===== src/rtl/game_ctrl_if.sv =====
// game_ctrl_if: the bundle between the playfield and the game supervisor.
// The playfield side (master) drives the collision flag, the frog X position
// and the start button. The supervisor side (slave) returns game state, lives,
// score, best score, the respawn pulse and the freeze level.
//
// There is no valid/ready pairing on this bundle: every input is a level that
// is sampled on each rising clock edge, and every output is a register that
// is valid in every cycle.
interface game_ctrl_if #(
    parameter int SCORE_W = 8
);
    logic               die;
    logic [9:0]         FrogX;
    logic               btnStart;
    logic [1:0]         state;
    logic [1:0]         lives;
    logic [SCORE_W-1:0] score;
    logic [SCORE_W-1:0] hi_score;
    logic               respawn;
    logic               freeze;

    modport master (
        output die, FrogX, btnStart,
        input  state, lives, score, hi_score, respawn, freeze
    );

    modport slave (
        input  die, FrogX, btnStart,
        output state, lives, score, hi_score, respawn, freeze
    );
endinterface


===== src/rtl/game_ctrl.sv =====
// game_ctrl: game-level supervisor for the frog/crocodile playfield.
// Sequences IDLE -> PLAY -> HIT/OVER, counts lives and crossings, pulses
// respawn for one cycle on each (re)entry to play and after each goal, and
// holds freeze high whenever the game is not in PLAY.
//
// Optional feature macro: GAME_CTRL_HISCORE_EN
//   defined     - hi_score latches the best score seen on entry to OVER,
//                 cleared only by rst.
//   not defined - hi_score is tied to 0; no register or comparator exists.
//
// The FSM state is visible directly on bus.state (0 IDLE, 1 PLAY, 2 HIT,
// 3 OVER), so checkers can bind to it without extra debug ports.
module game_ctrl #(
    parameter int LIVES        = 3,
    parameter int GOAL_X       = 600,
    parameter int HIT_CYCLES   = 25_000_000,
    parameter int GUARD_CYCLES = 1024,
    parameter int SCORE_W      = 8
) (
    input  logic          clk,
    input  logic          rst,
    game_ctrl_if.slave    bus
);

    typedef enum logic [1:0] {
        IDLE = 2'd0,
        PLAY = 2'd1,
        HIT  = 2'd2,
        OVER = 2'd3
    } state_t;

    localparam int TIMER_W = (HIT_CYCLES > 1) ? $clog2(HIT_CYCLES) : 1;
    localparam int GUARD_W = $clog2(GUARD_CYCLES + 1);

    localparam logic [1:0]         LIVES_INIT = 2'(LIVES);
    localparam logic [9:0]         GOAL       = 10'(GOAL_X);
    localparam logic [TIMER_W-1:0] TIMER_LAST = TIMER_W'(HIT_CYCLES - 1);
    localparam logic [GUARD_W-1:0] GUARD_INIT = GUARD_W'(GUARD_CYCLES);

    state_t             state_q;
    logic [1:0]         lives_q;
    logic [SCORE_W-1:0] score_q;
    logic               respawn_q;
    logic               freeze_q;
    logic [GUARD_W-1:0] guard_q;
    logic [TIMER_W-1:0] timer_q;
    logic               die_q;
    logic               start_q;

    logic die_edge;
    logic start_edge;
    logic goal;

    // Rising-edge detection against the registered copies; a level held high
    // is never seen twice.
    assign die_edge   = bus.die & ~die_q;
    assign start_edge = bus.btnStart & ~start_q;
    assign goal       = (bus.FrogX >= GOAL);

`ifdef GAME_CTRL_HISCORE_EN
    logic [SCORE_W-1:0] hi_q;
`endif

    // Single-block FSM: state, counters and all outputs are registered here.
    always_ff @(posedge clk) begin
        if (rst) begin
            state_q   <= IDLE;
            lives_q   <= LIVES_INIT;
            score_q   <= '0;
            respawn_q <= 1'b0;
            freeze_q  <= 1'b1;
            guard_q   <= '0;
            timer_q   <= '0;
            die_q     <= 1'b0;
            start_q   <= 1'b0;
`ifdef GAME_CTRL_HISCORE_EN
            hi_q      <= '0;
`endif
        end else begin
            die_q     <= bus.die;
            start_q   <= bus.btnStart;
            respawn_q <= 1'b0;

            case (state_q)
                IDLE, OVER: begin
                    // New game: refill lives, clear score, open a guard window.
                    if (start_edge) begin
                        state_q   <= PLAY;
                        freeze_q  <= 1'b0;
                        lives_q   <= LIVES_INIT;
                        score_q   <= '0;
                        guard_q   <= GUARD_INIT;
                        respawn_q <= 1'b1;
                    end
                end

                PLAY: begin
                    if (guard_q != '0) begin
                        // Guard window: die edges and goals are dropped, not queued.
                        guard_q <= guard_q - GUARD_W'(1);
                    end else if (die_edge) begin
                        // Die has priority over a simultaneous goal.
                        lives_q <= lives_q - 2'd1;
                        if (lives_q == 2'd1) begin
                            state_q  <= OVER;
                            freeze_q <= 1'b1;
`ifdef GAME_CTRL_HISCORE_EN
                            if (score_q > hi_q) begin
                                hi_q <= score_q;
                            end
`endif
                        end else begin
                            state_q  <= HIT;
                            freeze_q <= 1'b1;
                            timer_q  <= '0;
                        end
                    end else if (goal) begin
                        if (score_q != '1) begin
                            score_q <= score_q + SCORE_W'(1);
                        end
                        respawn_q <= 1'b1;
                        guard_q   <= GUARD_INIT;
                    end
                end

                HIT: begin
                    // Timer runs 0..HIT_CYCLES-1, so HIT lasts HIT_CYCLES cycles.
                    if (timer_q == TIMER_LAST) begin
                        state_q   <= PLAY;
                        freeze_q  <= 1'b0;
                        respawn_q <= 1'b1;
                        guard_q   <= GUARD_INIT;
                    end else begin
                        timer_q <= timer_q + TIMER_W'(1);
                    end
                end

                default: begin
                    state_q <= IDLE;
                end
            endcase
        end
    end

    assign bus.state   = state_q;
    assign bus.lives   = lives_q;
    assign bus.score   = score_q;
    assign bus.respawn = respawn_q;
    assign bus.freeze  = freeze_q;

`ifdef GAME_CTRL_HISCORE_EN
    assign bus.hi_score = hi_q;
`else
    assign bus.hi_score = '0;
`endif

endmodule


===== src/flat_wrapper.sv =====
// flat-port wrapper written by rule: the top's interface ports become plain ports
module game_ctrl_flat 
#(
    parameter int LIVES        = 3,
    parameter int GOAL_X       = 600,
    parameter int HIT_CYCLES   = 25_000_000,
    parameter int GUARD_CYCLES = 1024,
    parameter int SCORE_W      = 8
)
  (clk, rst, bus_die, bus_FrogX, bus_btnStart, bus_state, bus_lives, bus_score, bus_hi_score, bus_respawn, bus_freeze);
  game_ctrl_if #(.SCORE_W(SCORE_W)) bus_i ();
  input  logic clk;
  input  logic rst;
  input wire logic [$bits(bus_i.die)-1:0] bus_die;
  input wire logic [$bits(bus_i.FrogX)-1:0] bus_FrogX;
  input wire logic [$bits(bus_i.btnStart)-1:0] bus_btnStart;
  output wire logic [$bits(bus_i.state)-1:0] bus_state;
  output wire logic [$bits(bus_i.lives)-1:0] bus_lives;
  output wire logic [$bits(bus_i.score)-1:0] bus_score;
  output wire logic [$bits(bus_i.hi_score)-1:0] bus_hi_score;
  output wire logic [$bits(bus_i.respawn)-1:0] bus_respawn;
  output wire logic [$bits(bus_i.freeze)-1:0] bus_freeze;
  assign bus_i.die = bus_die;
  assign bus_i.FrogX = bus_FrogX;
  assign bus_i.btnStart = bus_btnStart;
  assign bus_state = bus_i.state;
  assign bus_lives = bus_i.lives;
  assign bus_score = bus_i.score;
  assign bus_hi_score = bus_i.hi_score;
  assign bus_respawn = bus_i.respawn;
  assign bus_freeze = bus_i.freeze;
  game_ctrl #(.LIVES(LIVES), .GOAL_X(GOAL_X), .HIT_CYCLES(HIT_CYCLES), .GUARD_CYCLES(GUARD_CYCLES), .SCORE_W(SCORE_W)) u_core (.clk(clk), .rst(rst), .bus(bus_i));
endmodule

===== config.mk =====
export PLATFORM = sky130hd
export DESIGN_NAME = game_ctrl_flat
export DESIGN_NICKNAME = d
export VERILOG_FILES = /design/src/rtl/game_ctrl_if.sv /design/src/rtl/game_ctrl.sv /design/src/flat_wrapper.sv
export SDC_FILE = /design/constraint.sdc
export NUM_CORES = 1
export LEC_CHECK = 0
export CORE_UTILIZATION = 55
export DETAILED_ROUTE_END_ITERATION = 6
export HOLD_SLACK_MARGIN = 0.12
export MAX_ROUTING_LAYER = met4
export PLACE_DENSITY_LB_ADDON = 0.05
export SLEW_MARGIN = 10
export SYNTH_ARGS = -nofsm -noshare
export SYNTH_HDL_FRONTEND = slang
export SYNTH_SLANG_ARGS = --single-unit

===== constraint.sdc =====
create_clock -name clk -period 5.3 [get_ports clk]
set_input_delay 1.06 -clock clk [delete_from_list [all_inputs] [get_ports clk]]
set_output_delay 1.06 -clock clk [all_outputs]
set_load 0.02 [all_outputs]

### Word-level counts from Yosys, hierarchy flattened

Index checks and enable logic that the tools add are counted.

* input bits: 14
* logic and storage cells: 83
* output and inout bits: 22
* register bits: 52

* multiplexer cells: 38
* bitwise operators: 4
* equal/unequal tests: 17
* magnitude comparators: 1
* add/sub/neg operators: 4
* reductions and logical operators: 10

Operators with widths (number)
* $mux 25: 4
* $mux 11: 5
* $pmux 25 s2: 1
* $mux 8: 5
* $pmux 11 s3: 1
* $add 25x1->25 const B: 1
* $eq 25x25->1 const B: 1
* $pmux 8 s2: 1
* $mux 2: 7
* $reduce_and 4->1: 3
* $reduce_bool 11->1: 1
* $sub 11x1->11 const B: 1
* $ge 10x10->1 const B: 1
* $mux 1: 10
* $ne 2x1->1 const B: 5
* $add 8x1->8 const B: 1
* $ne 2x2->1 const B: 4
* $ne 8x8->1 const B: 1
* $pmux 1 s3: 2
* $pmux 2 s3: 1
* $reduce_and 6->1: 1
* $reduce_and 5->1: 1
* $eq 2x1->1 const B: 2
* $eq 2x2->1 const B: 2
* other kinds (9): 12

### Longest topological paths before layout

Gate-level depths: netlist of the first run.

* depth in word-level cells: 6
* depth in mapped cells: 10
* gate-level depth less buffers: 7

### Least setup slack after synthesis of the first run

Ideal clock, no wire load.

* kind: reg2reg
* start: register u_core.state_q[0] (netlist: u_core.bus.state[0])
* end: register u_core.timer_q[22]
* setup slack: 2900 ps
* path buffers: 3
* period minus slack after synthesis: 2400 ps
* data required time: 5226 ps
* cell stages (with the launch flop): 11
* arrival time: 2326 ps
* library setup time: 74 ps
* cells stage by stage: dfxtp_1 -> inv_1 -> ha_1 -> buf_2 -> nor4b_2 -> a41o_1 -> buf_2 -> nand2_1 -> buf_2 -> or3_1 -> a31oi_1

* longest elaborated chain between the ends: 3
* elaborated cells between the ends (all ways): 9

RTL lines
* start: declaration: line game_ctrl.sv:40 `state_t state_q;`
* start signal: assignment: line game_ctrl.sv:67 `state_q <= IDLE;`
* start signal: assignment: line game_ctrl.sv:88 `state_q <= PLAY;`
* start signal: assignment: line game_ctrl.sv:105 `state_q <= OVER;`
* $eq 2x2->1 / $eq 2x1->1 (equally long branches): line game_ctrl.sv:84 `case (state_q)`
* $ne 2x2->1 (no line), or another cell as far along
* $reduce_and 5->1 (no line)
* end signal: assignment: line game_ctrl.sv:134 `timer_q <= timer_q + TIMER_W'(1);`
* end: declaration: line game_ctrl.sv:46 `logic [TIMER_W-1:0] timer_q;`

Several ways; a longest one is shown, not always the timed one.
A chain may end at the register's enable or synchronous reset.

### Final worst setup path of the first run

* start: input port bus_die
* end: register u_core.timer_q[16]

* longest elaborated chain between the ends: 3

RTL lines
* start: declaration: line flat_wrapper.sv:14 `input wire logic [$bits(bus_i.die)-1:0] bus_die;`
* $and 1x1->1: line game_ctrl.sv:56 `assign die_edge = bus.die & ~die_q;`
* $ne 2x1->1 (no line)
* $reduce_and 5->1 (no line)

No other way between the ends.

==> results of run 1 <==
-- flip-flops by register name, summed over array words and instances (netlist names) --
signal and count:
u_core.start_q 1, u_core.timer_q 25, u_core.bus.lives 2, u_core.bus.respawn 1
u_core.bus.freeze 1, u_core.bus.state 2, u_core.bus.score 8, u_core.die_q 1
u_core.guard_q 11
-- cell type report --
type,count,area share (%)
timing repair buffer,26,7.41
sequential,52,30.2
tap,72,2.61
inverter,16,1.74
multi-input combinational,303,55.4
clock buffer,8,2.61
-- worst max-delay path by stage --
stage / from / end / slack, ns / cells past startpoint
2_1_floorplan: u_core.bus.state[0]$_SDFFE_PP0P_ / u_core.timer_q[22]$_SDFFE_PP0P_ / 2.90 / 10
3_3_place_gp: bus_die / u_core.timer_q[16]$_SDFFE_PP0P_ / 1.88 / 6
3_5_place_dp: bus_die / u_core.timer_q[16]$_SDFFE_PP0P_ / 1.84 / 6
4_1_cts: bus_die / u_core.timer_q[16]$_SDFFE_PP0P_ / 2.17 / 6
5_1_grt: bus_die / u_core.timer_q[16]$_SDFFE_PP0P_ / 2.01 / 6
6_report: bus_die / u_core.timer_q[16]$_SDFFE_PP0P_ / 2.15 / 6
-- kinds of logic (layout without fill, tap and decap cells) --
kind of cell	after synthesis	after routing	synth area share [%]
adders and majority gates	6	6	2.38
xor gates and xnor gates	1	1	0.278
muxes	1	1	0.318
DFF	52	52	33.1
buffers and inverters	44	50	7.11
and+or+nand+nor	176	176	32.9
other	1	8	0.119
AOI/OAI and AO/OA	111	111	23.8
-- synthesized netlist by cell type (3+ instances only) --
cell type | count | area (sq um)
and3_1 | 9 | 56.3
or3_1 | 21 | 131
nor4_1 | 4 | 25.0
nor3_1 | 10 | 50.1
or4_1 | 10 | 75.1
nand2_1 | 29 | 109
a21oi_1 | 28 | 140
nand4_1 | 16 | 100
inv_1 | 16 | 60.1
nand3_1 | 22 | 110
a31oi_1 | 9 | 56.3
and4_1 | 6 | 52.6
nor2_1 | 26 | 97.6
clkbuf_1 | 10 | 37.5
o32ai_1 | 3 | 26.3
o22ai_1 | 3 | 18.8
o21ai_0 | 20 | 100
o21ai_1 | 4 | 20.0
o31ai_1 | 3 | 22.5
a21o_1 | 6 | 45.0
dfxtp_1 | 52 | 1040
o21a_1 | 4 | 30.0
and2_1 | 3 | 18.8
ha_1 | 6 | 75.1
buf_2 | 7 | 35.0
buf_4 | 8 | 60.1
-- critical path, delay by kind of cell --
kind	cells	cell delay [ns]
AO/OA/AOI/OAI	3	1.04
AND/OR/NAND/NOR	2	0.81
buffers and inverters	1	0.49
-- through the flow --
stage	hold WS (ns)	std cells	power, mW	util, %	worst slack (ns)
CTS	0.515	477	1.62	62.6	2.17
global route	0.544	477	1.74	62.6	2.01
detailed placement	0.494	469	1.38	60.9	1.84
finish	0.511	477	1.61	62.6	2.15
global placement	0.487	469	1.37	60.9	1.88
floorplan	0.465	399	1.19	-	2.90
-- power breakdown --
| group | internal (mW) | total (mW) | switching (mW) |
|---|---|---|---|
| Clock | 0.107 | 0.236 | 0.129 |
| Combinational | 0.298 | 0.866 | 0.568 |
| Sequential | 0.444 | 0.513 | 0.0686 |
-- per-layer routing --
| layer | wire length (um) | part of all wire [%] |
|---|---|---|
| met1 | 3510 | 46 |
| met2 | 3760 | 49 |
| met3 | 329 | 4.3 |
| met4 | 89 | 1.2 |
| met5 | 0 | 0 |
==> impl_metrics.py, run 1 <==
metrics = {
    "sta": {
        "finalCritPeriodShare_pct": 59.4,
        "setup_viol": 0,
        "tns_ns": 0,
        "fmax_ghz": 0.317,
        "fin_crit_ns": 3.15,
        "grt_setup_unrepaired": "false",
        "fin_skew_ns": 0.00840,
        "hold_viol_final": 0,
        "worstMarginPinSlew_ns": 1.10,
        "slew_headroom_pct": 26.9,
        "slew_violations": 0,
    },
    "run": {
        "maxCapViolations": 0,
    },
    "critical_path": {
        "setup.worst_path.class": "in2reg",
        "end_kind": "register",
        "r2r_start": "u_core.bus.state[0]$_SDFFE_PP0P_",
        "r2r_cells": 7,
        "cp_slowest_cell": "or4_1",
        "cp-start-kind": "primary input",
        "regToRegEndpoint": "u_core.timer_q[16]$_SDFFE_PP0P_",
        "ff2ff_setup_slack_ns": 2.41,
        "required_ns": 5.54,
        "worstPathMaxFanout": 15,
        "max_stage_delay_ns": 0.57,
        "worstPathArrival_ns": 3.39,
        "crit_chain": "clkdlybuf4s50_1 -> nor4b_2 -> a41o_1 -> o21ai_1 -> or4_1 -> a21oi_1",
    },
    "clocking": {
        "cts_resized": 0,
        "cts-root-buf": "clkbuf_8",
        "clockBufferDepth": 2,
        "cts_tree": "yes",
        "cts.sinks": 52,
        "clock_latency_ns": 0.31,
        "hold_buffers": 0,
        "cts_setup_buffers": 0,
        "h-tree-depth": 2,
        "clk_pin_slew_ns": 0.09,
        "numCtsBuffers": 5,
    },
    "final_layout": {
        "antenna_cells": 0,
        "layout_common_cells": "dfxtp_1 (52), nand2_1 (29), a21oi_1 (28), nor2_1 (26), clkdlybuf4s50_1 (24)",
        "final_nets": 424,
        "stdcell_area_sq_um": 3450,
        "final-seq-area_sq_um": 1040,
        "multi_input_area_sq_um": 1910,
        "drive_above_1_share_pct": 4.69,
        "nFillCells": 522,
        "area_growth_pct": 9.46,
        "final_common_cell": "dfxtp_1",
    },
    "synth": {
        "ys_warn_count": 0,
        "synthCells": 392,
        "async_reset_ff_share_pct": 0,
        "netlist_area_sq_um": 3150,
        "synthDistinctLibCells": 72,
        "synth-edff-count": 0,
        "avgSynthCellArea_sq_um": 8.03,
        "ys_ff_latch": 52,
        "synthFlopType": "dfxtp_1",
        "ys_seq_area_share_pct": 33.1,
    },
    "power_and_ir_drop": {
        "leakage_nw": 1.19,
        "ir_drop_mv": 0.274,
        "power_density_nw_per_um2": 469,
    },
    "routing": {
        "drtIter0Drc": 266,
        "drc": 0,
        "via_per_inst": 6.41,
        "avgRoutedWirePerCell_um": 16.1,
        "totalWireLength_mm": 7.69,
        "ant_nets": 0,
        "vias": 3058,
        "first_pass_iters": 4,
    },
    "global_routing": {
        "grt_pass1_vias": 2925,
        "use_met3_pct": 5.18,
        "use_met1_pct": 33.9,
        "grt.overflow.total": 0,
        "top_usage_layer": "met2",
        "grt_max_degree": 21,
        "antenna_found_initial": 0,
        "use_met2_pct": 47.3,
        "grt_pass1_wl_mm": 13.4,
        "grt_usage_pct": 28.2,
    },
    "floorplanning": {
        "die_area_sq_um": 6030,
        "boundaryPins": 36,
        "die_h_um": 77.7,
        "start_util_pct": 57.2,
        "fp.dieW_um": 77.7,
        "core_sq_um": 5510,
        "rows": 27,
    },
    "min_path": {
        "hold_path.startpoint": "u_core.guard_q[0]$_SDFFE_PP0P_",
        "holdPathEnd": "u_core.guard_q[0]$_SDFFE_PP0P_",
        "hold_path_class": "reg2reg",
        "holdPathStages": 1,
    },
    "run_status": {
        "status": "complete, no violations",
    },
    "placement": {
        "hpwl_mm": 5.42,
        "placed_cell_area_sq_um": 3360,
        "numPortBuffers": 24,
        "gp_congestion": 0.888,
    },
}
Power figures use the tool's default switching activity.
==> inputs of run 2 (changes only) <==
- clock period: 5.3 -> 3 ns (I/O delays scaled with it)
==> run 2 against run 1 <==
Compared with the run above: die area unchanged; clock skew about the same; first-iteration DRC count shrank 0.38%; non-clock buffer count up 9; combinational power rose by 88%; register-to-register slack worse by 2.1 ns; utilization is 1.9 points higher; sequential share of layout area down 0.88 points; global-route usage rose by 0.25 points; setup slack got worse by 1.8 ns; total power up 90%.
==> impl_metrics.py, run 2 (synthesis results as in run 1) <==
metrics = {
    "critical_path": {
        "max_stage_delay_ns": 0.41,
        "cp-startpoint": "u_core.bus.state[0]$_SDFFE_PP0P_",
        "worstPathMaxFanout": 8,
        "crit_buf_inv": 2,
        "critPathTopFamily": "compound AO/OA/AOI/OAI gates",
        "cp-start-kind": "register",
        "worstPathArrival_ns": 2.91,
        "regToRegEndpoint": "u_core.timer_q[3]$_SDFFE_PP0P_",
        "crit_chain": "inv_1 -> ha_1 -> nor4b_2 -> a41o_1 -> o21ai_1 -> buf_4 -> or3_1 -> a21oi_1",
        "r2r_cells": 8,
        "cp_slowest_cell": "ha_1",
        "r2r_start": "u_core.bus.state[0]$_SDFFE_PP0P_",
        "setup.worst_path.class": "reg2reg",
        "worstSetupEndpoint": "u_core.timer_q[3]$_SDFFE_PP0P_",
        "required_ns": 3.24,
        "end_kind": "register",
        "cp.depth": 8,
        "ff2ff_setup_slack_ns": 0.33,
    },
    "clocking": {
        "cts.sinks": 52,
        "cts-root-buf": "clkbuf_8",
        "cts_resized": 0,
        "h-tree-depth": 2,
        "clk_pin_slew_ns": 0.10,
        "numCtsBuffers": 5,
        "clock_latency_ns": 0.31,
        "clockBufferDepth": 2,
        "hold_buffers": 0,
        "cts_setup_buffers": 0,
        "cts_tree": "yes",
    },
    "sta": {
        "worstMarginPinSlew_ns": 1.05,
        "fmax_ghz": 0.375,
        "grt_setup_unrepaired": "false",
        "finalCritPeriodShare_pct": 88.9,
        "setup_viol": 0,
        "hold_viol_final": 0,
        "fin_crit_ns": 2.67,
        "slew_violations": 0,
        "slew_headroom_pct": 30.2,
        "fin_skew_ns": 0.00831,
        "tns_ns": 0,
    },
    "final_layout": {
        "area_growth_pct": 12.8,
        "final-seq-area_sq_um": 1040,
        "stdcell_area_sq_um": 3550,
        "fin_util_pct": 64.5,
        "antenna_cells": 0,
        "multi_input_area_sq_um": 1910,
        "top_register": "u_core.timer_q",
        "drive_above_1_share_pct": 7.25,
        "layout_common_cells": "dfxtp_1 (52), nand2_1 (29), a21oi_1 (28), nor2_1 (26), clkdlybuf4s50_1 (24)",
        "final_nets": 433,
        "nFillCells": 508,
        "final_common_cell": "dfxtp_1",
        "largest_register_ffs": 25,
    },
    "placement": {
        "hpwl_mm": 5.72,
        "numPortBuffers": 24,
        "placed_cell_area_sq_um": 3420,
        "gp_congestion": 0.878,
    },
    "power_and_ir_drop": {
        "power_density_nw_per_um2": 865,
        "ir_drop_mv": 0.542,
        "leakage_nw": 1.25,
    },
    "global_routing": {
        "grt_usage_pct": 28.4,
        "use_met1_pct": 34.0,
        "use_met3_pct": 3.88,
        "grt.overflow.total": 0,
        "top_usage_layer": "met2",
        "antenna_found_initial": 0,
        "grt_pass1_vias": 2939,
        "grt_max_degree": 26,
        "grt_pass1_wl_mm": 13.5,
        "use_met2_pct": 48.8,
    },
    "routing": {
        "avgRoutedWirePerCell_um": 16.5,
        "ant_nets": 0,
        "vias": 3155,
        "drc": 0,
        "drtIter0Drc": 265,
        "via_per_inst": 6.49,
        "first_pass_iters": 4,
        "totalWireLength_mm": 8.01,
    },
    "floorplanning": {
        "boundaryPins": 36,
        "fp.dieW_um": 77.7,
        "core_sq_um": 5510,
        "rows": 27,
        "start_util_pct": 57.2,
        "die_area_sq_um": 6030,
        "die_h_um": 77.7,
    },
    "run_status": {
        "status": "complete, no violations",
    },
    "run": {
        "maxCapViolations": 0,
    },
    "min_path": {
        "hold_path_class": "reg2reg",
    },
}
run 2: how the worst min path moves through the flow:
stage          slack (ns)  cells past startpoint                              from                               end
6_report             0.51                      2  u_core.bus.state[0]$_SDFFE_PP0P_  u_core.bus.state[0]$_SDFFE_PP0P_
5_1_grt              0.54                      2   u_core.timer_q[14]$_SDFFE_PP0P_   u_core.timer_q[14]$_SDFFE_PP0P_
4_1_cts              0.51                      2   u_core.timer_q[22]$_SDFFE_PP0P_   u_core.timer_q[22]$_SDFFE_PP0P_
3_5_place_dp         0.49                      2   u_core.timer_q[22]$_SDFFE_PP0P_   u_core.timer_q[22]$_SDFFE_PP0P_
3_3_place_gp         0.49                      2   u_core.timer_q[22]$_SDFFE_PP0P_   u_core.timer_q[22]$_SDFFE_PP0P_
2_1_floorplan        0.46                      1    u_core.guard_q[0]$_SDFFE_PP0P_    u_core.guard_q[0]$_SDFFE_PP0P_
run 2: power by group:
group | leakage, nW | total [mW] | internal, mW | switching [mW]
combinational | 0.766 | 1.63 | 0.588 | 1.04
clock | 0.0645 | 0.535 | 0.295 | 0.240
sequential | 0.421 | 0.907 | 0.785 | 0.122
total | 1.25 | 3.07 | 1.67 | 1.40
run 2: area by class of cell:
type	instances	area share [%]
Multi-Input combinational cell	303	53.8
Sequential cell	52	29.3
Timing Repair Buffer	35	9.09
Clock buffer	7	2.71
Tap cell	72	2.54
Inverter	16	1.69
Clock inverter	1	0.846
run 2: stage by stage:
step / power, mW / hold WS (ns) / setup WS [ns] / instances
2_1_floorplan: 2.10 / 0.465 / 0.600 / 399
3_3_place_gp: 2.49 / 0.488 / 0.256 / 478
3_5_place_dp: 2.51 / 0.493 / 0.227 / 478
4_1_cts: 3.05 / 0.513 / 0.341 / 486
5_1_grt: 3.28 / 0.544 / 0.149 / 486
6_report: 3.07 / 0.514 / 0.334 / 486
run 2: worst min-delay path, cell delays in order (launching register included):
cell and delay [ns]:
dfxtp_1 0.34, inv_1 0.08, a21oi_1 0.06
run 2: layer usage:
metal | routed length [um] | share of wire (%)
met1 | 3450 | 43
met4 | 140 | 1.7
met2 | 3960 | 49
met5 | 0 | 0
met3 | 457 | 5.7
==> inputs of run 3 (changes only) <==
- SKIP_CTS_REPAIR_TIMING: unset -> 1
==> results of run 3 <==
The final DEF is identical to that of run 2; final timing and power are the same.
